--- src/rtl/muxn_scan_if.sv ---
// Channel-select bus for muxn_scan: packed channel data and controls in, registered selection out.
interface muxn_scan_if #(
  parameter int WIDTH = 1,
  parameter int N     = 4
);
  localparam int SELW = $clog2(N);

  logic [N*WIDTH-1:0] in;
  logic [SELW-1:0]    sel;
  logic               mode;
  logic               en;
  logic [WIDTH-1:0]   out;
  logic [SELW-1:0]    cur_sel;
  logic               valid;
  logic               wrap;
  logic               err;

  modport master (
    output in, sel, mode, en,
    input  out, cur_sel, valid, wrap, err
  );

  modport slave (
    input  in, sel, mode, en,
    output out, cur_sel, valid, wrap, err
  );
endinterface

--- src/rtl/muxn_scan.sv ---
// N-way registered channel mux with manual select or automatic round-robin scan.
// One-cycle latency; IDLE holds out/cur_sel, and reset clears everything asynchronously.
module muxn_scan #(
  parameter int WIDTH = 1,
  parameter int N     = 4
) (
  input  logic        clk,
  input  logic        reset,
  muxn_scan_if.slave  bus
);
  localparam int SELW = $clog2(N);

  typedef enum logic [1:0] {IDLE, MANUAL, SCAN} state_t;

  state_t            state_q, state_d;
  logic [WIDTH-1:0]  out_q, out_d;
  logic [SELW-1:0]   cur_sel_q, cur_sel_d;
  logic              valid_q, valid_d;
  logic              wrap_q, wrap_d;
  logic              err_q, err_d;

  logic [SELW-1:0]   scan_nxt;
  logic [SELW-1:0]   pick;
  logic [WIDTH-1:0]  chan_dat;
  logic              in_range;
  logic              at_last;

  // Scan position lives in cur_sel_q; it is only meaningful while already in SCAN.
  assign at_last  = (cur_sel_q == SELW'(N - 1));
  assign scan_nxt = (state_q != SCAN || at_last) ? '0 : cur_sel_q + SELW'(1);
  assign pick     = bus.mode ? scan_nxt : bus.sel;

  // Out-of-range selects (possible when N is not a power of two) match no channel.
  always_comb begin
    chan_dat = '0;
    in_range = 1'b0;
    for (int k = 0; k < N; k++) begin
      if (pick == SELW'(k)) begin
        chan_dat = bus.in[k*WIDTH +: WIDTH];
        in_range = 1'b1;
      end
    end
  end

  always_comb begin
    state_d   = state_q;
    out_d     = out_q;
    cur_sel_d = cur_sel_q;
    valid_d   = 1'b0;
    wrap_d    = 1'b0;
    err_d     = 1'b0;
    if (!bus.en) begin
      state_d = IDLE;
    end else if (!bus.mode) begin
      state_d   = MANUAL;
      cur_sel_d = bus.sel;
      out_d     = in_range ? chan_dat : '0;
      valid_d   = 1'b1;
      err_d     = !in_range;
    end else begin
      state_d   = SCAN;
      cur_sel_d = scan_nxt;
      out_d     = chan_dat;
      valid_d   = 1'b1;
      wrap_d    = (state_q == SCAN) && at_last;
    end
  end

  always_ff @(posedge clk or posedge reset) begin
    if (reset) begin
      state_q   <= IDLE;
      out_q     <= '0;
      cur_sel_q <= '0;
      valid_q   <= 1'b0;
      wrap_q    <= 1'b0;
      err_q     <= 1'b0;
    end else begin
      state_q   <= state_d;
      out_q     <= out_d;
      cur_sel_q <= cur_sel_d;
      valid_q   <= valid_d;
      wrap_q    <= wrap_d;
      err_q     <= err_d;
    end
  end

  assign bus.out     = out_q;
  assign bus.cur_sel = cur_sel_q;
  assign bus.valid   = valid_q;
  assign bus.wrap    = wrap_q;
  assign bus.err     = err_q;
endmodule

--- src/flat_wrapper.sv ---
// flat-port wrapper written by rule: the top's interface ports become plain ports
module muxn_scan_flat 
#(
  parameter int WIDTH = 1,
  parameter int N     = 4
)
  (clk, reset, bus_in, bus_sel, bus_mode, bus_en, bus_out, bus_cur_sel, bus_valid, bus_wrap, bus_err);
  muxn_scan_if #(.WIDTH(WIDTH), .N(N)) bus_i ();
  input  logic clk;
  input  logic reset;
  input wire logic [$bits(bus_i.in)-1:0] bus_in;
  input wire logic [$bits(bus_i.sel)-1:0] bus_sel;
  input wire logic [$bits(bus_i.mode)-1:0] bus_mode;
  input wire logic [$bits(bus_i.en)-1:0] bus_en;
  output wire logic [$bits(bus_i.out)-1:0] bus_out;
  output wire logic [$bits(bus_i.cur_sel)-1:0] bus_cur_sel;
  output wire logic [$bits(bus_i.valid)-1:0] bus_valid;
  output wire logic [$bits(bus_i.wrap)-1:0] bus_wrap;
  output wire logic [$bits(bus_i.err)-1:0] bus_err;
  assign bus_i.in = bus_in;
  assign bus_i.sel = bus_sel;
  assign bus_i.mode = bus_mode;
  assign bus_i.en = bus_en;
  assign bus_out = bus_i.out;
  assign bus_cur_sel = bus_i.cur_sel;
  assign bus_valid = bus_i.valid;
  assign bus_wrap = bus_i.wrap;
  assign bus_err = bus_i.err;
  muxn_scan #(.WIDTH(WIDTH), .N(N)) u_core (.clk(clk), .reset(reset), .bus(bus_i));
endmodule
--- config.mk ---
export PLATFORM = sky130hd
export DESIGN_NAME = muxn_scan_flat
export DESIGN_NICKNAME = d
export VERILOG_FILES = /design/src/rtl/muxn_scan_if.sv /design/src/rtl/muxn_scan.sv /design/src/flat_wrapper.sv
export SDC_FILE = /design/constraint.sdc
export NUM_CORES = 1
export LEC_CHECK = 0
export ABC_CLOCK_PERIOD_IN_PS = 1500
export BUFFER_PORTS_ARGS = -buffer_cell sky130_fd_sc_hd__buf_4
export CAP_MARGIN = 20
export CELL_PAD_IN_SITES_DETAIL_PLACEMENT = 1
export CELL_PAD_IN_SITES_GLOBAL_PLACEMENT = 2
export CORE_MARGIN = 2
export CORE_UTILIZATION = 23
export DETAILED_ROUTE_END_ITERATION = 12
export PLACE_DENSITY = 0.79
export SLEW_MARGIN = 15
export SYNTH_ARGS = -nofsm -noshare
export SYNTH_HDL_FRONTEND = slang
export SYNTH_SLANG_ARGS = --single-unit
--- constraint.sdc ---
create_clock -name clk -period 1.5 [get_ports clk]
set_input_delay 0.3 -clock clk [delete_from_list [all_inputs] [get_ports clk]]
set_output_delay 0.3 -clock clk [all_outputs]
set_load 0.1 [all_outputs]
==> impl_metrics.env, run 1 <==
export IMPL_outcome="finished, violations left"
export IMPL_violations="negative setup slack"
export IMPL_hold_path_class="input port to register"
export IMPL_io_pins=16
export IMPL_async_flop_share_pct=100
export IMPL_vias_per_cell=4.71
export IMPL_cts_htree_levels=1
export IMPL_synth_edf_count=0
export IMPL_fin_crit_sh_pct=102
export IMPL_worst_slack_ns=-0.0329
export IMPL_p_int_w=0.000411
export IMPL_ys_ff_latch=8
export IMPL_end_kind="register"
export IMPL_post_dp_hpwl_um=720
export IMPL_mostFrequentLayoutCells="buf_4, dfrtp_1, nor2_1"
export IMPL_combPwrFrac_pct=33.6
export IMPL_yosysTopAreaCellShare_pct=51.1
export IMPL_vias=339
export IMPL_synth_area_leaders="dfrtp_1, a211oi_2, nor2_1"
export IMPL_worstPathMaxFanout=3
export IMPL_ant_nets=0
export IMPL_grt_usage_pct=11.6
export IMPL_overflow=0
export IMPL_setup_worst_path_start_class="register"
export IMPL_fill_cells=177
export IMPL_initial_core_util_pct=25.1
export IMPL_root_buffer="clkbuf_4"
export IMPL_p_clk_share_pct=27.8
export IMPL_postSynthAreaPerCell_um2=11.5
export IMPL_hold_violations=0
export IMPL_ys_seq_area_share_pct=51.1
export IMPL_die_h_um=45.3
export IMPL_max_cap_viol_count=0
export IMPL_synth_warnings=0
export IMPL_cp_arrival_ns=1.67
export IMPL_max_freq_ghz=0.652
export IMPL_syn_nets=45
export IMPL_setup_tns_ns=-0.0329
export IMPL_fin_worst_hold_slack_ns=0.214
export IMPL_placed_area_um2=573
export IMPL_gp_congestion=0.701
export IMPL_numPortBuffers=15
export IMPL_grt_pass1_wl_mm=1.47
export IMPL_slew_viol_final=0
export IMPL_powerDensity_nw_per_um2=1050
export IMPL_drt_iter0_drc=0
export IMPL_post_cts_buffers=0
export IMPL_crit_required_ns=1.64
export IMPL_rows=14
export IMPL_finalCriticalPeriod_ns=1.53
export IMPL_grt_pass1_vias=333
export IMPL_syn_area_um2=392
export IMPL_setup_viol=1
export IMPL_clk_pin_slew_ns=0.06
export IMPL_finClkSkew_ns=0.00673
export IMPL_p_leak_nw=0.290
export IMPL_cts_tree="built"
export IMPL_diodes=0
export IMPL_coreArea_um2=1560
export IMPL_synth_cell_types=20
export IMPL_cts_num_sinks=8
export IMPL_postSynthCellCount=34
export IMPL_drt_wl_total_um=892
export IMPL_post_route_drc_count=0
export IMPL_p_sw_share_pct=36.3
export IMPL_dr_pass1_iters=1
export IMPL_crit_type="register to register"
export IMPL_power_net_switching_w=0.000234
export IMPL_final_nets=68
export IMPL_rsz0062_at_grt="true"
export IMPL_grt_max_degree=10
export IMPL_max_vdd_ir_drop_uv=483
export IMPL_syn_to_final_growth_pct=56.5
export IMPL_antenna_found_initial=0
export IMPL_seqPwrFrac_pct=38.6
export IMPL_cts_buffers=3
export IMPL_wire_per_inst_um=12.4
export IMPL_synth_main_ff_cell="dfrtp_1"
export IMPL_final_area_um2=613
export IMPL_synth_top_area_cell="dfrtp_1"
export IMPL_clk_path_buf_depth=2
export IMPL_final_common_cell="buf_4"
export IMPL_die_w_um=45.3
export IMPL_drive_gt1_share_pct=55.4
export IMPL_dieArea_um2=2050
export IMPL_clk_latency_ns=0.26
timing repair:
item	CTS	global route
hold buffers	1	0
pin swaps	0	1
endpoints found under the hold margin	8	0
resized for setup	0	1
endpoints found under the setup margin	1	3
power groups by stage:
stage          sequential, W  clock, W  combinational [W]
2_1_floorplan       0.000346         0          0.0000589
3_3_place_gp        0.000252         0           0.000214
3_5_place_dp        0.000253         0           0.000217
4_1_cts             0.000249  0.000189           0.000219
5_1_grt             0.000251  0.000202           0.000230
6_report            0.000249  0.000179           0.000217
synthesized netlist by cell type, drive strengths merged (2+ instances only):
master  instances
nor2b           2
nor2            4
dfrtp           8
inv             3
a211oi          3
a21oi           2
through the flow:
stage | setup WS [ns] | instances | power, W | util (%)
global route | -0.115 | 72 | 0.000683 | 39.3
CTS | -0.0608 | 72 | 0.000657 | 39.1
floorplan | -0.122 | 34 | 0.000405 | -
global placement | -0.0253 | 67 | 0.000465 | 36.8
finish | -0.0329 | 72 | 0.000645 | 39.3
detailed placement | -0.0478 | 67 | 0.000470 | 36.8
layout make-up:
cell class	instances	area, um2	share of cell area (%)
flip-flops and latches	8	208	33.9
well taps	16	20.0	3.27
multi-input cells	22	203	33.1
repair buffers	19	145	23.7
inverters	3	11.3	1.84
clock buffers	4	26.3	4.29
state kept, by name (all words and copies together), names as in the netlist:
register,flops
u_core.bus.cur_sel,2
u_core.state_q,2
u_core.bus.err,1
u_core.bus.out,1
u_core.bus.valid,1
u_core.bus.wrap,1
routing by layer:
| layer | routed length [um] | part of all wire [%] | up-vias | GRT usage, % |
|---|---|---|---|---|
| met4 | 36 | 4.0 | 0 | 10.6 |
| met1 | 323 | 36 | 160 | 11.4 |
| met2 | 467 | 52 | 12 | 17.4 |
| met5 | 0 | 0 | - | 0 |
| li1 | - | - | 162 | - |
| met3 | 64 | 7.2 | 5 | 6.00 |
path summary, 6_finish.rpt:
check                                           start                     to  slack, ns  cells past startpoint
worst max register to register  u_core.bus.cur_sel[0]         u_core.bus.out      -0.03                      5
worst max-delay path            u_core.bus.cur_sel[0]         u_core.bus.out      -0.03                      5
worst min-delay path                           bus_en       u_core.bus.valid       0.21                      1
worst min register to register      u_core.state_q[1]        u_core.bus.wrap       0.59                      1
min in group asynchronous                       reset      u_core.state_q[0]       0.55                      3
max in group asynchronous                       reset  u_core.bus.cur_sel[0]       0.69                      3
worst max-delay path, stage by stage, from the launching register on:
cell and delay (ns):
dfrtp_4 0.50, ha_4 0.18, nor4b_4 0.31, a21oi_2 0.12, mux2i_1 0.20, a211oi_2 0.09
kinds of logic (layout without fill, tap and decap cells):
logic type	Yosys count	in the layout	synth area share (%)
AOI/OAI and AO/OA	9	9	18.9
adders and majority gates	1	1	3.19
buffers and inverters	4	26	5.75
DFF	8	8	51.1
muxes	1	1	2.56
other	1	1	0.958
and+or+nand+nor	10	10	17.6
Power figures use the tool's default switching activity.
==> inputs of run 2 (changes only) <==
Settings changed: CORE_ASPECT_RATIO set to 1.1, PLACE_DENSITY 0.79 to not set, PLACE_DENSITY_LB_ADDON set to 0.12.
==> run 2 against run 1 <==
Net effect:
- the flow still finishes with violations (negative setup slack)
- clock skew up 0.0045 ns
- combinational power shrank 2%
- register-to-register slack about the same
- worst setup slack better by 0.0055 ns
- clock power hardly changed
- non-clock buffer count fell by 1
- utilization decreased by 1.1 points
- critical path depth is the same
- highest routed layer unchanged
- first-iteration DRC count grew 1
==> impl_metrics.env, run 2 (synthesis results as in run 1) <==
export IMPL_crit_type="register to register"
export IMPL_crit_required_ns=1.64
export IMPL_final_nets=67
export IMPL_dp_slack_ns=-0.0590
export IMPL_setup_worst_path_start_class="register"
export IMPL_cp_slowest_cell="dfrtp_4"
export IMPL_syn_to_final_growth_pct=54.0
export IMPL_crit_family="flip-flops"
export IMPL_worst_slack_ns=-0.0274
export IMPL_grt_pass1_vias=353
export IMPL_powerDensity_nw_per_um2=1060
export IMPL_clk_pin_slew_ns=0.06
export IMPL_drive_gt1_share_pct=52.7
export IMPL_setup_viol=1
export IMPL_crit_top_cell="a211oi_2"
export IMPL_cp_arrival_ns=1.67
export IMPL_numPortBuffers=15
export IMPL_hold_violations=0
export IMPL_antenna_found_initial=0
export IMPL_fin_crit_sh_pct=102
export IMPL_hold_path_class="input port to register"
export IMPL_power_w=0.000638
export IMPL_gp_congestion=0.753
export IMPL_critPathMaxStageDelay_ns=0.51
export IMPL_dieArea_um2=2050
export IMPL_outcome="finished, violations left"
export IMPL_max_freq_ghz=0.655
export IMPL_p_leak_nw=0.285
export IMPL_cts_htree_levels=1
export IMPL_vias_per_cell=4.53
export IMPL_cts_buffers=3
export IMPL_initial_core_util_pct=24.8
export IMPL_post_dp_hpwl_um=747
export IMPL_rsz0062_at_grt="true"
export IMPL_ant_nets=0
export IMPL_max_vdd_ir_drop_uv=564
export IMPL_rows=15
export IMPL_wire_per_inst_um=12.7
export IMPL_mostFrequentLayoutCells="buf_4, dfrtp_1, nor2_1"
export IMPL_slew_viol_final=0
export IMPL_post_route_drc_count=0
export IMPL_hp_start="bus_en"
export IMPL_die_w_um=43.3
export IMPL_clk_path_buf_depth=2
export IMPL_grt_pass1_wl_mm=1.61
export IMPL_coreArea_um2=1580
export IMPL_final_common_cell="buf_4"
export IMPL_cts_resized=0
export IMPL_cts_num_sinks=8
export IMPL_violations="negative setup slack"
export IMPL_io_pins=16
export IMPL_cts_tree="built"
export IMPL_worstPathMaxFanout=3
export IMPL_grt_max_degree=10
export IMPL_crit_chain="ha_4, nor4b_4, a211oi_2, a211oi_2, a211oi_2"
export IMPL_drt_iter0_drc=1
export IMPL_startpoint="u_core.bus.cur_sel[0]"
export IMPL_clk_latency_ns=0.26
export IMPL_path_buf_inv=0
export IMPL_finClkSkew_ns=0.0112
export IMPL_grt_usage_pct=11.6
export IMPL_diodes=0
export IMPL_finalCriticalPeriod_ns=1.53
export IMPL_die_h_um=47.3
export IMPL_overflow=0
export IMPL_end_kind="register"
export IMPL_dr_pass1_iters=2
export IMPL_max_cap_viol_count=0
export IMPL_reg2reg_from="u_core.bus.cur_sel[0]"
export IMPL_root_buffer="clkbuf_4"
export IMPL_drt_wl_total_um=916
export IMPL_fin_worst_hold_slack_ns=0.204
export IMPL_vias=326
-- run 2: layer usage --
layer / vias up / global-route usage, % / share of wire [%]
li1: 160 / - / -
met1: 150 / 13.7 / 40
met2: 14 / 17.9 / 51
met3: 2 / 5.77 / 7.6
met4: 0 / 5.45 / 1.4
met5: - / 0 / 0
-- run 2: cell type report --
cell class / instances / area (um2)
clock buffer: 4 / 26.3
fill: 191 / 973
inverter: 3 / 11.3
multi-input combinational: 22 / 199
sequential: 8 / 208
tap: 17 / 21.3
timing repair buffer: 18 / 138
-- run 2: report_power, final --
part | switching, W | leakage [nW] | internal (W)
registers | 0.0000139 | 0.0959 | 0.000235
logic | 0.000141 | 0.174 | 0.0000711
clock network | 0.0000750 | 0.0150 | 0.000102
-- run 2: path summary, 6_finish.rpt --
check                                         to  cells after the start  slack [ns]
setup / recovery                  u_core.bus.out                      5       -0.03
hold / removal                  u_core.bus.valid                      1        0.20
setup reg to reg                  u_core.bus.out                      5       -0.03
hold reg to reg                  u_core.bus.wrap                      1        0.59
max in group asynchronous  u_core.bus.cur_sel[0]                      3        0.69
min in group asynchronous       u_core.bus.valid                      3        0.55
-- run 2: timing repair --
action,CTS,global route
hold endpoints to repair,4,0
setup buffers,0,0
setup endpoints to repair,1,1
pin swaps,1,0
hold buffers,1,0
-- run 2: through the flow --
stage	setup TNS, ns	utilization, %	cells	area (um2)
after detailed placement	-0.0590	36.0	67	567
after global placement	-0.0244	36.0	67	567
after global routing	-0.107	38.3	72	603
after CTS	-0.0647	38.3	72	603
final	-0.0274	38.3	72	603
after floorplan	-0.122	-	34	429
==> inputs of run 3 (changes only) <==
Settings changed: BUFFER_PORTS_ARGS -buffer_cell sky130_fd_sc_hd__buf_4 to -buffer_cell sky130_fd_sc_hd__clkbuf_2, CORE_MARGIN 2 to not set, SETUP_SLACK_MARGIN set to 0.15.
==> run 3 against run 2 <==
Net effect:
- the flow still finishes with violations (negative setup slack)
- clock-buffer cell count shrank 1
- sequential power is essentially flat
- design area grew 3.3%
- hold slack gained 0.036 ns
- register-to-register slack gained 0.02 ns
- critical path depth is the same
- sequential share of layout area shrank 1.1 points
- flip-flop and latch count is the same
- utilization grew 1.3 points
- clock skew shrank 0.0080 ns
- highest routed layer unchanged
==> impl_metrics.env, run 3 (synthesis results as in run 1) <==
export IMPL_grt_usage_pct=12.6
export IMPL_post_dp_hpwl_um=702
export IMPL_finalCriticalPeriod_ns=1.51
export IMPL_max_vdd_ir_drop_uv=457
export IMPL_clk_pin_slew_ns=0.06
export IMPL_clk_latency_ns=0.26
export IMPL_syn_to_final_growth_pct=59.1
export IMPL_dieArea_um2=1870
export IMPL_max_freq_ghz=0.664
export IMPL_ant_nets=0
export IMPL_antenna_found_initial=0
export IMPL_dpl_cell_count=67
export IMPL_powerDensity_nw_per_um2=1060
export IMPL_initial_core_util_pct=24.8
export IMPL_slew_viol_final=0
export IMPL_crit_chain="ha_4, nor4b_4, a21oi_2, mux2i_1, a211oi_2"
export IMPL_worst_slack_ns=-0.00573
export IMPL_p_leak_nw=0.298
export IMPL_mostFrequentLayoutCells="clkbuf_2, dfrtp_1, nor2_1, clkbuf_4"
export IMPL_root_buffer="clkbuf_4"
export IMPL_final_area_um2=623
export IMPL_fill_cells=190
export IMPL_cts_htree_levels=1
export IMPL_critPathMaxStageDelay_ns=0.50
export IMPL_crit_type="register to register"
export IMPL_io_pins=16
export IMPL_rsz0062_at_grt="true"
export IMPL_stdcell_count=73
export IMPL_cts_buffers=3
export IMPL_final_common_cell="clkbuf_2"
export IMPL_fin_worst_hold_slack_ns=0.240
export IMPL_die_w_um=41.3
export IMPL_drt_iter0_drc=4
export IMPL_worstPathMaxFanout=3
export IMPL_vias_per_cell=4.78
export IMPL_end_kind="register"
export IMPL_setup_worst_path_start_class="register"
export IMPL_finClkSkew_ns=0.00320
export IMPL_grt_pass1_vias=349
export IMPL_hold_violations=0
export IMPL_numPortBuffers=15
export IMPL_rows=15
export IMPL_setup_viol=1
export IMPL_cp_arrival_ns=1.68
export IMPL_ff_latch_area_um2=208
export IMPL_grt_max_degree=10
export IMPL_fin_crit_sh_pct=100
export IMPL_multi_input_area_um2=203
export IMPL_placed_area_um2=562
export IMPL_drive_gt1_share_pct=57.1
export IMPL_cts_num_sinks=8
export IMPL_drt_wl_total_um=896
export IMPL_dr_pass1_iters=2
export IMPL_diodes=0
export IMPL_hold_path_class="input port to register"
export IMPL_max_cap_viol_count=0
export IMPL_dp_slack_ns=-0.0258
export IMPL_overflow=0
export IMPL_outcome="finished, violations left"
export IMPL_coreArea_um2=1580
export IMPL_violations="negative setup slack"
export IMPL_die_h_um=45.3
export IMPL_grt_pass1_wl_mm=1.49
export IMPL_post_route_drc_count=0
export IMPL_crit_required_ns=1.68
export IMPL_clk_path_buf_depth=2
export IMPL_wire_per_inst_um=12.3
export IMPL_final_nets=69
export IMPL_cp_slowest_cell="dfrtp_4"
export IMPL_gp_congestion=0.702
export IMPL_cts_tree="built"
export IMPL_vias=349
## run 3: repair_timing
action / in CTS / in global routing
gates resized for setup: 2 / 5
hold endpoints to repair: 8 / 0
pin swaps: 0 / 0
setup buffers: 1 / 1
hold buffers: 1 / 0
endpoints found under the setup margin: 4 / 8
## run 3: stage by stage
step	total power, W	setup TNS, ns	util (%)
4_1_cts	0.000662	-0.0338	38.7
3_5_place_dp	0.000475	-0.0258	35.6
6_report	0.000659	-0.00573	39.5
2_1_floorplan	0.000405	-0.117	-
3_3_place_gp	0.000470	-0.00205	35.6
5_1_grt	0.000685	-0.119	39.5
## run 3: worst paths after layout
path	startpoint	cells past startpoint	to	slack [ns]
worst max-delay path	u_core.bus.cur_sel[0]	5	u_core.bus.out	-0.006
min in group asynchronous	reset	3	u_core.bus.err	0.51
max in group asynchronous	reset	3	u_core.bus.cur_sel[1]	0.71
worst min-delay path	bus_en	1	u_core.bus.valid	0.24
worst max register to register	u_core.bus.cur_sel[0]	5	u_core.bus.out	-0.006
worst min register to register	u_core.state_q[1]	1	u_core.bus.wrap	0.58
## run 3: per-layer routing
layer / global-route usage [%] / vias to the layer above / share of wire (%)
li1: - / 164 / -
met1: 14.3 / 169 / 42
met2: 19.4 / 14 / 49
met3: 4.43 / 2 / 7.6
met4: 7.74 / 0 / 1.3
met5: 0 / - / 0
## run 3: area by class of cell
| cell class | instances | share of cell area (%) |
|---|---|---|
| Clock buffer | 3 | 3.61 |
| Inverter | 3 | 1.81 |
| Multi-Input combinational cell | 22 | 32.5 |
| Timing Repair Buffer | 20 | 25.3 |
| Tap cell | 17 | 3.41 |
| Sequential cell | 8 | 33.3 |
## run 3: power by group
| group | leakage, nW | switching [W] | internal (W) |
|---|---|---|---|
| clock network | 0.0138 | 0.0000835 | 0.0000923 |
| registers | 0.0959 | 0.0000142 | 0.000235 |
| logic | 0.189 | 0.000146 | 0.0000876 |
## run 3: worst max-delay path, delay by kind of cell (launching register included)
kind | cells | cell delay (ns)
mux | 1 | 0.15
compound gates | 2 | 0.30
flops | 1 | 0.50
simple gates | 1 | 0.30
fa+ha+maj | 1 | 0.18
